$ cat src/rtl/fp_scan_pkg.sv
// Shared types and helpers for the chunked first-set-bit scanner.
package fp_scan_pkg;

  typedef enum logic [1:0] {
    SCAN_IDLE,
    SCAN_RUN,
    SCAN_HOLD
  } scan_state_t;

  function automatic int ceil_div(input int a, input int b);
    return (a + b - 1) / b;
  endfunction

endpackage

$ cat src/rtl/chunk_prio_enc.sv
// Combinational priority encoder for one chunk: lowest or highest set bit.
module chunk_prio_enc #(
  parameter  int CHUNK_WIDTH = 8,
  localparam int OFF_WIDTH   = (CHUNK_WIDTH > 1) ? $clog2(CHUNK_WIDTH) : 1
) (
  input  logic [CHUNK_WIDTH-1:0] chunk,
  input  logic                   msb_first,
  output logic                   hit,
  output logic [OFF_WIDTH-1:0]   offset
);

  // NOTE: every output of an always_comb gets a default before any branch, so no latch is inferred.
  always_comb begin
    hit    = |chunk;
    offset = '0;
    if (msb_first) begin
      // Ascending walk: the last set bit seen is the highest one.
      for (int i = 0; i < CHUNK_WIDTH; i++) begin
        if (chunk[i]) offset = OFF_WIDTH'(i);
      end
    end else begin
      for (int i = CHUNK_WIDTH - 1; i >= 0; i--) begin
        if (chunk[i]) offset = OFF_WIDTH'(i);
      end
    end
  end

endmodule

$ cat src/rtl/chunked_priority_scanner.sv
// Multi-cycle first-set-bit scanner: one CHUNK_WIDTH slice per cycle, early exit on hit,
// valid/ready on both sides with a single request in flight.
module chunked_priority_scanner
  import fp_scan_pkg::*;
#(
  parameter  int IN_WIDTH    = 27,
  parameter  int CHUNK_WIDTH = 8,
  localparam int IDX_WIDTH   = $clog2(IN_WIDTH),
  localparam int CNT_WIDTH   = $clog2(IN_WIDTH + 1)
) (
  input  logic                 clk,
  input  logic                 reset_n,
  input  logic                 in_valid,
  output logic                 in_ready,
  input  logic [IN_WIDTH-1:0]  in_data,
  input  logic                 in_msb_first,
  output logic                 out_valid,
  input  logic                 out_ready,
  output logic                 out_found,
  output logic [IDX_WIDTH-1:0] out_index,
  output logic [CNT_WIDTH-1:0] out_zero_cnt
);

  localparam int NUM_CHUNKS = ceil_div(IN_WIDTH, CHUNK_WIDTH);
  localparam int PAD_WIDTH  = NUM_CHUNKS * CHUNK_WIDTH;
  localparam int OFF_WIDTH  = (CHUNK_WIDTH > 1) ? $clog2(CHUNK_WIDTH) : 1;
  localparam int JCNT_WIDTH = (NUM_CHUNKS > 1) ? $clog2(NUM_CHUNKS) : 1;

  scan_state_t           r_state;
  scan_state_t           w_next_state;
  logic [PAD_WIDTH-1:0]  r_data;
  logic                  r_msb_first;
  logic [JCNT_WIDTH-1:0] r_chunk_cnt;
  logic                  r_found;
  logic [IDX_WIDTH-1:0]  r_index;
  logic [CNT_WIDTH-1:0]  r_zero_cnt;

  logic                  w_accept;
  logic                  w_last;
  logic [JCNT_WIDTH-1:0] w_chunk_sel;
  logic [PAD_WIDTH-1:0]  w_shifted;
  logic [CHUNK_WIDTH-1:0] w_chunk;
  logic                  w_hit;
  logic [OFF_WIDTH-1:0]  w_offset;
  logic [IDX_WIDTH-1:0]  w_hit_index;
  logic [CNT_WIDTH-1:0]  w_hit_zero_cnt;

  assign w_accept = in_valid & in_ready;
  assign w_last   = (r_chunk_cnt == JCNT_WIDTH'(NUM_CHUNKS - 1));

  // Scan step j maps to chunk j (LSB-first) or chunk NUM_CHUNKS-1-j (MSB-first).
  assign w_chunk_sel = r_msb_first ? (JCNT_WIDTH'(NUM_CHUNKS - 1) - r_chunk_cnt) : r_chunk_cnt;
  assign w_shifted   = r_data >> (int'(w_chunk_sel) * CHUNK_WIDTH);
  assign w_chunk     = w_shifted[CHUNK_WIDTH-1:0];

  chunk_prio_enc #(
    .CHUNK_WIDTH(CHUNK_WIDTH)
  ) u_enc (
    .chunk    (w_chunk),
    .msb_first(r_msb_first),
    .hit      (w_hit),
    .offset   (w_offset)
  );

  // Padding bits are zero, so a hit always lies below IN_WIDTH and fits IDX_WIDTH.
  assign w_hit_index    = IDX_WIDTH'(int'(w_chunk_sel) * CHUNK_WIDTH + int'(w_offset));
  assign w_hit_zero_cnt = r_msb_first ? (CNT_WIDTH'(IN_WIDTH - 1) - CNT_WIDTH'(w_hit_index))
                                      : CNT_WIDTH'(w_hit_index);

  // NOTE: sequential state uses non-blocking assignments so every register samples pre-edge values.
  always_ff @(posedge clk) begin
    if (!reset_n) r_state <= SCAN_IDLE;
    else          r_state <= w_next_state;
  end

  always_comb begin
    w_next_state = r_state;
    unique case (r_state)
      SCAN_IDLE: if (in_valid)        w_next_state = SCAN_RUN;
      SCAN_RUN:  if (w_hit || w_last) w_next_state = SCAN_HOLD;
      SCAN_HOLD: if (out_ready)       w_next_state = SCAN_IDLE;
      default:                        w_next_state = SCAN_IDLE;
    endcase
  end

  always_comb begin
    in_ready  = (r_state == SCAN_IDLE);
    out_valid = (r_state == SCAN_HOLD);
  end

  // NOTE: the captured operand is pure datapath; it is always reloaded on accept, so it carries no reset.
  always_ff @(posedge clk) begin
    if (w_accept) begin
      r_data      <= PAD_WIDTH'(in_data);
      r_msb_first <= in_msb_first;
    end
  end

  always_ff @(posedge clk) begin
    if (!reset_n) begin
      r_chunk_cnt <= '0;
      r_found     <= 1'b0;
      r_index     <= '0;
      r_zero_cnt  <= '0;
    end else if (w_accept) begin
      r_chunk_cnt <= '0;
    end else if (r_state == SCAN_RUN) begin
      r_chunk_cnt <= r_chunk_cnt + 1'b1;
      if (w_hit) begin
        r_found    <= 1'b1;
        r_index    <= w_hit_index;
        r_zero_cnt <= w_hit_zero_cnt;
      end else if (w_last) begin
        r_found    <= 1'b0;
        r_index    <= '1;
        r_zero_cnt <= CNT_WIDTH'(IN_WIDTH);
      end
    end
  end

  assign out_found    = r_found;
  assign out_index    = r_index;
  assign out_zero_cnt = r_zero_cnt;

endmodule

$ cat config.mk
export PLATFORM = sky130hd
export DESIGN_NAME = chunked_priority_scanner
export DESIGN_NICKNAME = d
export VERILOG_FILES = /design/src/rtl/fp_scan_pkg.sv /design/src/rtl/chunk_prio_enc.sv /design/src/rtl/chunked_priority_scanner.sv
export SDC_FILE = /design/constraint.sdc
export NUM_CORES = 1
export LEC_CHECK = 0
export BUFFER_PORTS_ARGS = -buffer_cell sky130_fd_sc_hd__buf_2
export CAP_MARGIN = 30
export CORE_MARGIN = 1.5
export CORE_UTILIZATION = 35
export CTS_CLUSTER_SIZE = 30
export DETAILED_ROUTE_END_ITERATION = 7
export SYNTH_ARGS = -nofsm -noshare
export SYNTH_HDL_FRONTEND = slang
export SYNTH_HIERARCHICAL = 1
export SYNTH_SLANG_ARGS = --single-unit
$ cat constraint.sdc
create_clock -name clk -period 3.2 [get_ports clk]
set_clock_uncertainty 0.2 [all_clocks]
set_input_delay 0.48 -clock clk [delete_from_list [all_inputs] [get_ports clk]]
set_output_delay 0.48 -clock clk [all_outputs]
set_load 0.05 [all_outputs]
[Word-level counts from Yosys, hierarchy flattened]
Index checks and enable logic that the tools add are counted.
Widths: inputs -> output; s select.
Operators by class
  add/subtract/negate cells: 4
  eq/ne operators: 6
  shifts and indexed selects: 1
  multiplexer cells: 28
  bitwise logic cells: 3
  reduce and logical (&&, ||, !) cells: 7
Operators by type and width (count)
  $mux 3: 13
  $shr 27x5->8: 1
  $mux 5: 5
  $mux 2: 6
  $reduce_or 8->1: 1
  $pmux 2 s3: 1
  $reduce_and 3->1: 2
  $add 5x3->5: 1
  $sub 5x5->5 const A: 1
  $eq 2x2->1 const B: 2
  $ne 2x2->1 const B: 2
  $mux 1: 3
  $add 2x1->2 const B: 1
  $eq 2x1->1 const B: 1
  $logic_not 2->1: 1
  $ne 2x1->1 const B: 1
  $not 1->1: 2
  $reduce_bool 2->1: 1
  $reduce_or 2->1: 1
  $sub 2x2->2 const A: 1
  $and 1x1->1: 1
  $logic_or 1x1->1: 1
Storage, ports and cells
  bits in registers: 43
  output and inout bits: 13
  logic and storage cells: 56

[Depth between registers and ports, before layout]
Gate-level depths: netlist of run 1.
  word-level depth: 16
  depth in mapped cells: 11

[Modules after synthesis]
Netlist of run 1, hierarchy kept.
Modules (own cells, without submodules)
  chunked_priority_scanner: instances 1, cells each 110, area an instance 1717.9 µm², seq. area each 1121.1 µm²
  chunk_prio_enc: instances 1, cells each 22, area an instance 130.1 µm², seq. area each 0.0 µm²

[Worst setup path after synthesis of run 1]
OpenSTA, ideal clock, no wires.
  path kind: register to register
  start: reg r_msb_first
  end: reg r_zero_cnt[3] (netlist: out_zero_cnt[3])
  library setup time: 0.117 ns
  data arrival time: 3.034 ns
  required time: 2.883 ns
  path slack: -0.152 ns
  stages on the path, launching flop included: 10
  path buffers: 1
  clock period less this slack: 3.352 ns
  cell sequence: edfxtp_1 -> buf_4 -> xor2_4 -> mux4_1 -> nor4_1 -> nor2_1 -> nor2_1 -> a21o_1 -> or4b_2 -> o2111a_1
RTL lines
  start: declaration: RTL line chunked_priority_scanner.sv:32  | logic r_msb_first;
  start signal: assignment: RTL line chunked_priority_scanner.sv:95  | r_msb_first <= in_msb_first;
  $mux 2 *: RTL line chunked_priority_scanner.sv:52  | assign w_chunk_sel = r_msb_first ? (JCNT_WIDTH'(NUM_CHUNKS - 1) - r_chunk_cnt) : r_chunk_cnt;
  $shr 27x5->8 *: RTL line chunked_priority_scanner.sv:53  | assign w_shifted = r_data >> (int'(w_chunk_sel) * CHUNK_WIDTH);
  named net w_shifted[2]: RTL line chunked_priority_scanner.sv:41  | logic [PAD_WIDTH-1:0] w_shifted;
  $mux 3 * (3 in a row): RTL line chunk_prio_enc.sv:23  | if (chunk[i]) offset = OFF_WIDTH'(i);
  $mux 3 *: RTL line chunk_prio_enc.sv:16  | if (msb_first) begin
  named net w_offset[2]: RTL line chunked_priority_scanner.sv:44  | logic [OFF_WIDTH-1:0] w_offset;
  $add 5x3->5 *: RTL line chunked_priority_scanner.sv:66  | assign w_hit_index = IDX_WIDTH'(int'(w_chunk_sel) * CHUNK_WIDTH + int'(w_offset));
  $sub 5x5->5: RTL line chunked_priority_scanner.sv:67  | assign w_hit_zero_cnt = r_msb_first ? (CNT_WIDTH'(IN_WIDTH - 1) - CNT_WIDTH'(w_hit_index))
  $mux 5 *: RTL line chunked_priority_scanner.sv:67
  $mux 5 *: RTL line chunked_priority_scanner.sv:109  | if (w_hit) begin
  end signal: assignment: RTL line chunked_priority_scanner.sv:112  | r_zero_cnt <= w_hit_zero_cnt;
  end signal: assignment: RTL line chunked_priority_scanner.sv:116  | r_zero_cnt <= CNT_WIDTH'(IN_WIDTH);
  end: declaration: RTL line chunked_priority_scanner.sv:36  | logic [CNT_WIDTH-1:0] r_zero_cnt;
The timed path passes the listed nets; every way through them passes the cells marked *.
A chain may end at the register's enable or synchronous reset.

[Worst setup path after layout of run 1]
  start: reg r_msb_first
  end: reg r_zero_cnt[3] (netlist: out_zero_cnt[3])
RTL lines (RTL line)
  $mux 2 *: chunked_priority_scanner.sv:52
  $shr 27x5->8 *: chunked_priority_scanner.sv:53
  named net w_shifted[0]: chunked_priority_scanner.sv:41
  $mux 3 *: chunk_prio_enc.sv:23
  $mux 3 *: chunk_prio_enc.sv:16
  named net w_offset[0]: chunked_priority_scanner.sv:44
  $add 5x3->5 *: chunked_priority_scanner.sv:66
  $sub 5x5->5: chunked_priority_scanner.sv:67
  $mux 5 *: chunked_priority_scanner.sv:67
  $mux 5 *: chunked_priority_scanner.sv:109
Marks and branches as above.

==> flow_summary.yaml, run 1 <==
worst_setup_path:
  worstSetupStartpoint: "r_msb_first"
  r2r_slack_ps: 20
  cp.required_ps: 3190
  critPathMaxFanout: 4
  r2r_cells: 10
  r2r-end: "out_zero_cnt[3]"
  r2r_start: "r_msb_first"
  arrival_ps: 3160
  critPathCaptureType: "register"
  critPathKind: "register to register"
  startpoint_type: "register"
drt:
  drt_wl_total_um: 3470
  drt-wirelength-per-cell_um: 12.9
  vias_per_cell: 4.88
  ant_nets: 0
  drc: 0
  drtPass1Iterations: 4
  vias: 1307
  drt-initial-drc-count: 90
floorplan:
  rows: 26
  dieArea_um2: 5730
  io_pins: 45
  die_y_um: 75.7
  initial_core_util: 0.362
  core_um2: 5110
  die_w_um: 75.7
min_path:
  min_path_type: "input port to register"
  holdCritStartpoint: "in_data[11]"
  min_to: "r_data[11]"
  hold_path_depth: 1
clock_network:
  htree_levels: 2
  cts_sinks: 42
  cts.clk_slew.worst_paths_ps: 80
  cts_root_buf: "clkbuf_8"
  cts_buffer_depth: 2
  cts_buffers: 5
  cts_tree: "done"
  clk_latency_ps: 290
placed_design:
  place_congestion: 0.845
  dp_slack_ps: 27.8
  place_area_um2: 2220
  dp_hpwl_um: 2570
  portBuffers: 44
  place_inst: 250
final_layout:
  num-nets-final: 231
  syn2layout_area_growth_pct: 32.4
  diodes: 0
  layout_common_cells: "buf_2 (44), edfxtp_1 (28), buf_4 (19), dfxtp_1 (14)"
  final_common_cell: "buf_2"
  final_cell_area_um2: 2450
  drive_gt1_frac: 0.495
  post-route-util: 0.479
  fin_cells: 268
synth:
  netlist_area_um2: 1850
  synthCells: 132
  synth_edf_count: 28
  synth.area.top_cells: "edfxtp_1 (45%), dfxtp_1 (15%), mux4_1 (4.3%), o221a_2 (3.7%), mux2i_1 (3.2%)"
  ys.flop_type: "edfxtp_1"
  yosysTopAreaCell: "edfxtp_1"
  ys_ff_latch: 42
  synth_compound_area_frac: 0.156
  syn_area_per_cell_um2: 14.0
  synthSimpleGateAreaFrac: 0.107
  syn-num-nets: 166
  yosysWarnings: 6
  muxShareOfSynthArea: 0.0752
  synthArstFlopShare: 0
  synth_cell_types: 41
  synth_xor_area_frac: 0.0196
  yosysSeqAreaShare: 0.607
  netlist.area_leader.share: 0.455
  yosys.area_share.adder: 0.0135
  synth_top_family_by_area: "compound AO/OA/AOI/OAI gates"
job:
  max_cap_violations: 0
global_routing:
  overflow: 0
  grt_pass1_vias: 1294
  grt.total_usage: 0.130
  antenna_found_initial: 0
  grt_max_degree: 29
  grt_pass1_wl_um: 5510
sta:
  rsz0062_at_grt: "yes"
  tns_ps: 0
  max_freq_mhz: 315
  hold_violations: 0
  setup_slack_ps: 22.2
  timing.final.crit_share: 0.993
  worstMarginPinSlew_ps: 527
  min_period_ps: 3180
  slew_headroom: 0.647
  hold-worst-slack_ps: 155
  setup_violations: 0
  slew_viol_final: 0
power_and_ir_drop:
  vdd_ir_drop_max_mv: 0.258
  p_leak_nw: 0.970
  powerDensity_nw_per_um2: 530
  total_power_mw: 1.30
status:
  status: "completed"
==> flip-flops by register name, indices dropped and copies added (netlist names) <==
name and count:
r_chunk_cnt 2, out_found 1, r_data 27, out_index 5, r_state 2, r_msb_first 1
out_zero_cnt 4
==> where the power goes <==
group	switching [mW]	internal [mW]	total (mW)
clock network	0.187	0.156	0.343
logic	0.177	0.135	0.312
registers	0.0189	0.622	0.641
total	0.384	0.913	1.30
==> cell usage after synthesis (all sizes together) (2+ instances only) <==
| library cell | n |
|---|---|
| a21boi | 4 |
| a21oi | 3 |
| buf | 4 |
| clkbuf | 2 |
| dfxtp | 14 |
| edfxtp | 28 |
| ha | 2 |
| inv | 2 |
| mux2i | 6 |
| mux4 | 3 |
| nand2 | 2 |
| nand3b | 2 |
| nor2 | 10 |
| nor2b | 7 |
| nor3b | 2 |
| nor4 | 3 |
| o21ai | 5 |
| o21bai | 3 |
| o221a | 6 |
| o2bb2ai | 5 |
| xor2 | 2 |
==> worst max path at each step <==
| stage | to | slack (ps) | cells after the start |
|---|---|---|---|
| 2_1_floorplan | out_zero_cnt[4] | 80 | 10 |
| 3_3_place_gp | out_zero_cnt[4] | 120 | 11 |
| 3_5_place_dp | out_zero_cnt[4] | 30 | 11 |
| 4_1_cts | out_zero_cnt[4] | 50 | 11 |
| 5_1_grt | out_zero_cnt[4] | -110 | 10 |
| 6_report | out_zero_cnt[3] | 20 | 10 |
==> logic make-up after synthesis <==
family                   count (synthesis)
AO/OA/AOI/OAI                           35
XOR/XNOR                                 2
multiplexers                             9
adder cells (fa/ha/maj)                  2
buffers and inverters                    8
AND/OR/NAND/NOR                         34
flip-flops                              42
==> timing repair <==
item	CTS	global route
setup buffers	1	9
endpoints found under the setup margin	1	3
pin swaps	0	5
hold buffers	0	0
resized for setup	0	10
==> worst max-delay path: stages, from the launching register on <==
cell and delay [ps]:
edfxtp_1 480, xor2_4 260, buf_4 150, mux4_2 580, nor4_2 280, o21ai_1 100
nand4_1 170, buf_4 130, a21o_1 120, or4b_4 460, o2111a_1 140
==> routing by layer <==
| layer | vias to the layer above | track usage | share of wire |
|---|---|---|---|
| li1 | 642 | - | - |
| met1 | 620 | 0.155 | 0.45 |
| met2 | 37 | 0.209 | 0.48 |
| met3 | 8 | 0.0437 | 0.051 |
| met4 | 0 | 0.0675 | 0.016 |
| met5 | - | 0 | 0 |
==> final cells by class <==
class                   instances  area (um^2)
clock buffers                   5         68.8
clock inverters                 3         23.8
fillers                       472         2660
inverters                       2         7.51
multi-input cells              82          764
flip-flops and latches         42         1120
well taps                      70         87.6
repair buffers                 64          374
Note: power is estimated with default switching activity, not from simulation.
==> run 2: changes to the inputs <==
- BUFFER_PORTS_ARGS: -buffer_cell sky130_fd_sc_hd__buf_2 -> -buffer_cell sky130_fd_sc_hd__buf_4
==> flow_summary.yaml, run 2 (synthesis gave the netlist of run 1 again) <==
status:
  status: "completed"
final_layout:
  diodes: 0
  num-nets-final: 223
  post-route-util: 0.489
  fillers: 465
  regMostFlops: "r_data"
  final_cell_area_um2: 2500
  final_common_cell: "buf_4"
  multi_input_area_um2: 723
  layout_common_cells: "buf_4 (55), edfxtp_1 (28), dfxtp_1 (14), nor2_1 (9), nor2b_1 (7)"
  largest_reg_flops: 27
  drive_gt1_frac: 0.453
  seqCellArea_um2: 1120
  syn2layout_area_growth_pct: 35.1
global_routing:
  grt.total_usage: 0.135
  antenna_found_initial: 0
  overflow: 0
  grt_pass1_vias: 1284
  grt_pass1_wl_um: 5750
  grt_max_degree: 29
floorplan:
  io_pins: 45
  dieArea_um2: 5730
  die_y_um: 75.7
  rows: 26
  die_w_um: 75.7
  initial_core_util: 0.362
  core_um2: 5110
clock_network:
  cts_buffer_depth: 2
  cts_tree: "done"
  cts.clk_slew.worst_paths_ps: 80
  cts_sinks: 42
  cts_root_buf: "clkbuf_8"
  htree_levels: 2
  cts_buffers: 5
  clk_latency_ps: 290
  hold_buffers: 0
drt:
  drt-initial-drc-count: 61
  vias: 1280
  ant_nets: 0
  drt_wl_total_um: 3510
  drc: 0
  drtPass1Iterations: 4
  vias_per_cell: 4.92
  drt-wirelength-per-cell_um: 13.5
worst_setup_path:
  arrival_ps: 3120
  cp_slowest_stage_delay_ps: 510
  critPathMaxFanout: 7
  r2r_cells: 11
  r2r_slack_ps: 70
  critPathCaptureType: "register"
  startpoint_type: "register"
  critPathBufInv: 1
  critPathKind: "register to register"
  path_delay_family: "compound AO/OA/AOI/OAI gates"
  cp.required_ps: 3190
  r2r_start: "r_msb_first"
  cp_slowest_cell: "edfxtp_1"
  crit_chain: "xor2_4 > buf_6 > and2b_2 > o2bb2ai_2 > or2_4 > a211oi_2 > o32a_1 > ha_2 > nor2_1 > o31a_2 > o311a_1"
  r2r-end: "out_zero_cnt[4]"
job:
  max_cap_violations: 0
sta:
  min_period_ps: 3130
  timing.final.crit_share: 0.979
  rsz0062_at_grt: "yes"
  max_freq_mhz: 319
  setup_violations: 0
  worstMarginPinSlew_ps: 527
  hold_violations: 0
  slew_headroom: 0.647
  slew_viol_final: 0
placed_design:
  dp_hpwl_um: 2640
  place_area_um2: 2340
  place_congestion: 0.780
  portBuffers: 44
min_path:
  hold_path_depth: 1
  min_path_type: "input port to register"
  holdCritStartpoint: "in_data[11]"
  min_to: "r_data[11]"
power_and_ir_drop:
  p_leak_nw: 0.981
  powerDensity_nw_per_um2: 571
  vdd_ir_drop_max_mv: 0.330
==> run 2: worst max-delay path by stage <==
stage | slack [ps] | from | depth (start not counted) | endpoint
floorplan | 80 | r_msb_first | 10 | out_zero_cnt[4]
global placement | 160 | r_msb_first | 10 | out_zero_cnt[4]
detailed placement | 100 | r_msb_first | 11 | out_zero_cnt[4]
CTS | 70 | r_msb_first | 11 | out_zero_cnt[4]
global route | -90 | r_msb_first | 11 | out_zero_cnt[4]
finish | 70 | r_msb_first | 11 | out_zero_cnt[4]
==> run 2: area by class of cell <==
| cell class | count | area share |
|---|---|---|
| Clock buffer | 5 | 0.0276 |
| Clock inverter | 3 | 0.0256 |
| Inverter | 2 | 0.00301 |
| Multi-Input combinational cell | 82 | 0.290 |
| Sequential cell | 42 | 0.449 |
| Tap cell | 70 | 0.0351 |
| Timing Repair Buffer | 56 | 0.170 |
==> run 2: power by group <==
part	internal, mW	total (mW)	switching, mW
combinational	0.132	0.300	0.168
sequential	0.622	0.641	0.0183
clock	0.309	0.485	0.177
==> run 2: worst register-to-register path: stages (launching register included) <==
cell and delay [ps]:
edfxtp_1 510, xor2_4 190, buf_6 160, and2b_2 270, o2bb2ai_2 150, or2_4 270, a211oi_2 190, o32a_1 260
ha_2 210, nor2_1 60, o31a_2 280, o311a_1 280
==> run 2: repair_timing <==
item,CTS,global route
setup endpoints to repair,0,2
gates resized for setup,0,4
hold endpoints to repair,0,0
setup buffers,0,1
==> run 2: layer usage <==
layer	part of all wire	vias to the layer above	global-route usage
met1	0.44	604	0.164
met2	0.50	47	0.225
met5	0	-	0
met4	0.0091	0	0.0476
met3	0.058	4	0.0463
li1	-	625	-
==> run 2: stage by stage <==
step                      power [mW]  cells  worst slack, ps  TNS, ps  hold WS (ps)
after floorplan                0.845    132             78.3        0           287
after global placement         0.934    251              156        0           269
after detailed placement       0.945    251             96.7        0           284
after CTS                       1.43    259             67.7        0           150
after global routing            1.49    260            -89.4    -89.4           142
final                           1.43    260             68.1        0           159
==> run 3: changes to the inputs <==
- clock period: 3.2 -> 2.5 ns (I/O delays scaled with it)
==> flow_summary.yaml, run 3 (synthesis gave the netlist of run 1 again) <==
sta:
  setup_violations: 12
  hold_violations: 0
  max_freq_mhz: 326
  rsz0062_at_grt: "yes"
  slew_headroom: 0.582
  setup_slack_ps: -566
  min_period_ps: 3070
  timing.final.crit_share: 1.23
  slew_viol_final: 0
  worstMarginPinSlew_ps: 627
power_and_ir_drop:
  p_leak_nw: 1.04
  total_power_mw: 1.80
  vdd_ir_drop_max_mv: 0.345
  powerDensity_nw_per_um2: 684
min_path:
  holdCritStartpoint: "in_data[2]"
  min_to: "r_data[2]"
  hold_path_depth: 1
  min_path_type: "input port to register"
drt:
  drc: 0
  drt_wl_total_um: 3800
  drt-initial-drc-count: 46
  vias_per_cell: 4.91
  vias: 1331
  drt-wirelength-per-cell_um: 14.0
  drtPass1Iterations: 4
  ant_nets: 0
clock_network:
  cts_buffers: 5
  htree_levels: 2
  cts_sinks: 42
  cts_root_buf: "clkbuf_8"
  cts.clk_slew.worst_paths_ps: 80
  cts_buffer_depth: 2
  cts_tree: "done"
  clk_latency_ps: 290
global_routing:
  use_met1: 0.161
  grt_max_degree: 29
  gr-usage-met2: 0.236
  top_usage_layer: "met2"
  use_met3: 0.0463
  grt_pass1_wl_um: 5730
  overflow: 0
  antenna_found_initial: 0
  grt_pass1_vias: 1257
  grt.total_usage: 0.137
placed_design:
  dp_hpwl_um: 2760
  portBuffers: 44
  place_inst: 257
  dp_slack_ps: -538
  place_congestion: 0.792
final_layout:
  fin_cells: 271
  num-nets-final: 235
  final_common_cell: "buf_4"
  regMostFlops: "r_data"
  diodes: 0
  layout_common_cells: "buf_4 (63), edfxtp_1 (28), dfxtp_1 (14), nor2b_1 (7)"
  largest_reg_flops: 27
  drive_gt1_frac: 0.507
  syn2layout_area_growth_pct: 42.2
floorplan:
  rows: 26
  die_w_um: 75.7
  io_pins: 45
  initial_core_util: 0.362
  die_y_um: 75.7
  dieArea_um2: 5730
  core_um2: 5110
worst_setup_path:
  critPathKind: "register to register"
  r2r_slack_ps: -570
  r2r_cells: 11
  startpoint_type: "register"
  r2r-end: "out_zero_cnt[4]"
  critPathCaptureType: "register"
  arrival_ps: 3050
  cp.required_ps: 2480
  r2r_start: "r_msb_first"
  critPathMaxFanout: 6
status:
  violations: "setup timing"
  status: "finished with violations"
job:
  max_cap_violations: 0
## run 3: cell count changes in the layout (fill, tap and decap cells not counted), sizes merged
cell / delta
bufinv: -1
buf: +12
## run 3: critical path: stages, from the launching register on
cell and delay (ps):
edfxtp_1 470, xor2_4 190, buf_6 150, and2b_2 260
o2bb2ai_2 150, or2_4 270, a211oi_2 200, o32a_1 290
ha_4 180, nor2_1 50, o31a_2 280, o311a_1 280
## run 3: report_power, final
part | internal (mW) | total (mW) | switching [mW]
registers | 0.797 | 0.822 | 0.0245
logic | 0.225 | 0.471 | 0.246
clock network | 0.289 | 0.504 | 0.216
## run 3: per-layer routing
metal  up-vias  share of wire  wire [um]
li1        650              -          -
met4         0         0.0071         27
met1       630           0.42       1610
met2        47           0.52       1960
met3         4          0.052        199
met5         -              0          0
## run 3: timing repair
item,CTS,global route
gates resized for setup,12,2
endpoints found under the setup margin,12,12
endpoints found under the hold margin,0,0
hold buffers,0,0
pin swaps,3,0
buffers inserted,6,1
## run 3: layout make-up
type | instances | area, um^2
Fill cell | 455 | 2480
Sequential cell | 42 | 1120
Multi-Input combinational cell | 82 | 771
Timing Repair Buffer | 68 | 538
Tap cell | 70 | 87.6
Clock buffer | 5 | 68.8
Clock inverter | 2 | 33.8
Inverter | 2 | 7.51
## run 3: worst max-delay path by stage
stage | startpoint | endpoint | slack (ps) | cells past startpoint
after floorplan | r_msb_first | out_zero_cnt[4] | -610 | 11
after global placement | r_msb_first | out_zero_cnt[4] | -460 | 11
after detailed placement | r_msb_first | out_zero_cnt[4] | -540 | 10
after CTS | r_msb_first | out_zero_cnt[4] | -520 | 11
after global routing | r_msb_first | out_zero_cnt[4] | -690 | 11
final | r_msb_first | out_zero_cnt[4] | -570 | 11
## run 3: per-stage QoR
step	setup TNS, ps	area (um^2)	utilization	hold WS (ps)
2_1_floorplan	-4560	1880	-	274
3_3_place_gp	-3360	2400	0.470	271
3_5_place_dp	-3890	2400	0.470	282
4_1_cts	-3700	2610	0.511	49.2
5_1_grt	-5370	2630	0.514	35.4
6_report	-3710	2630	0.514	60.2
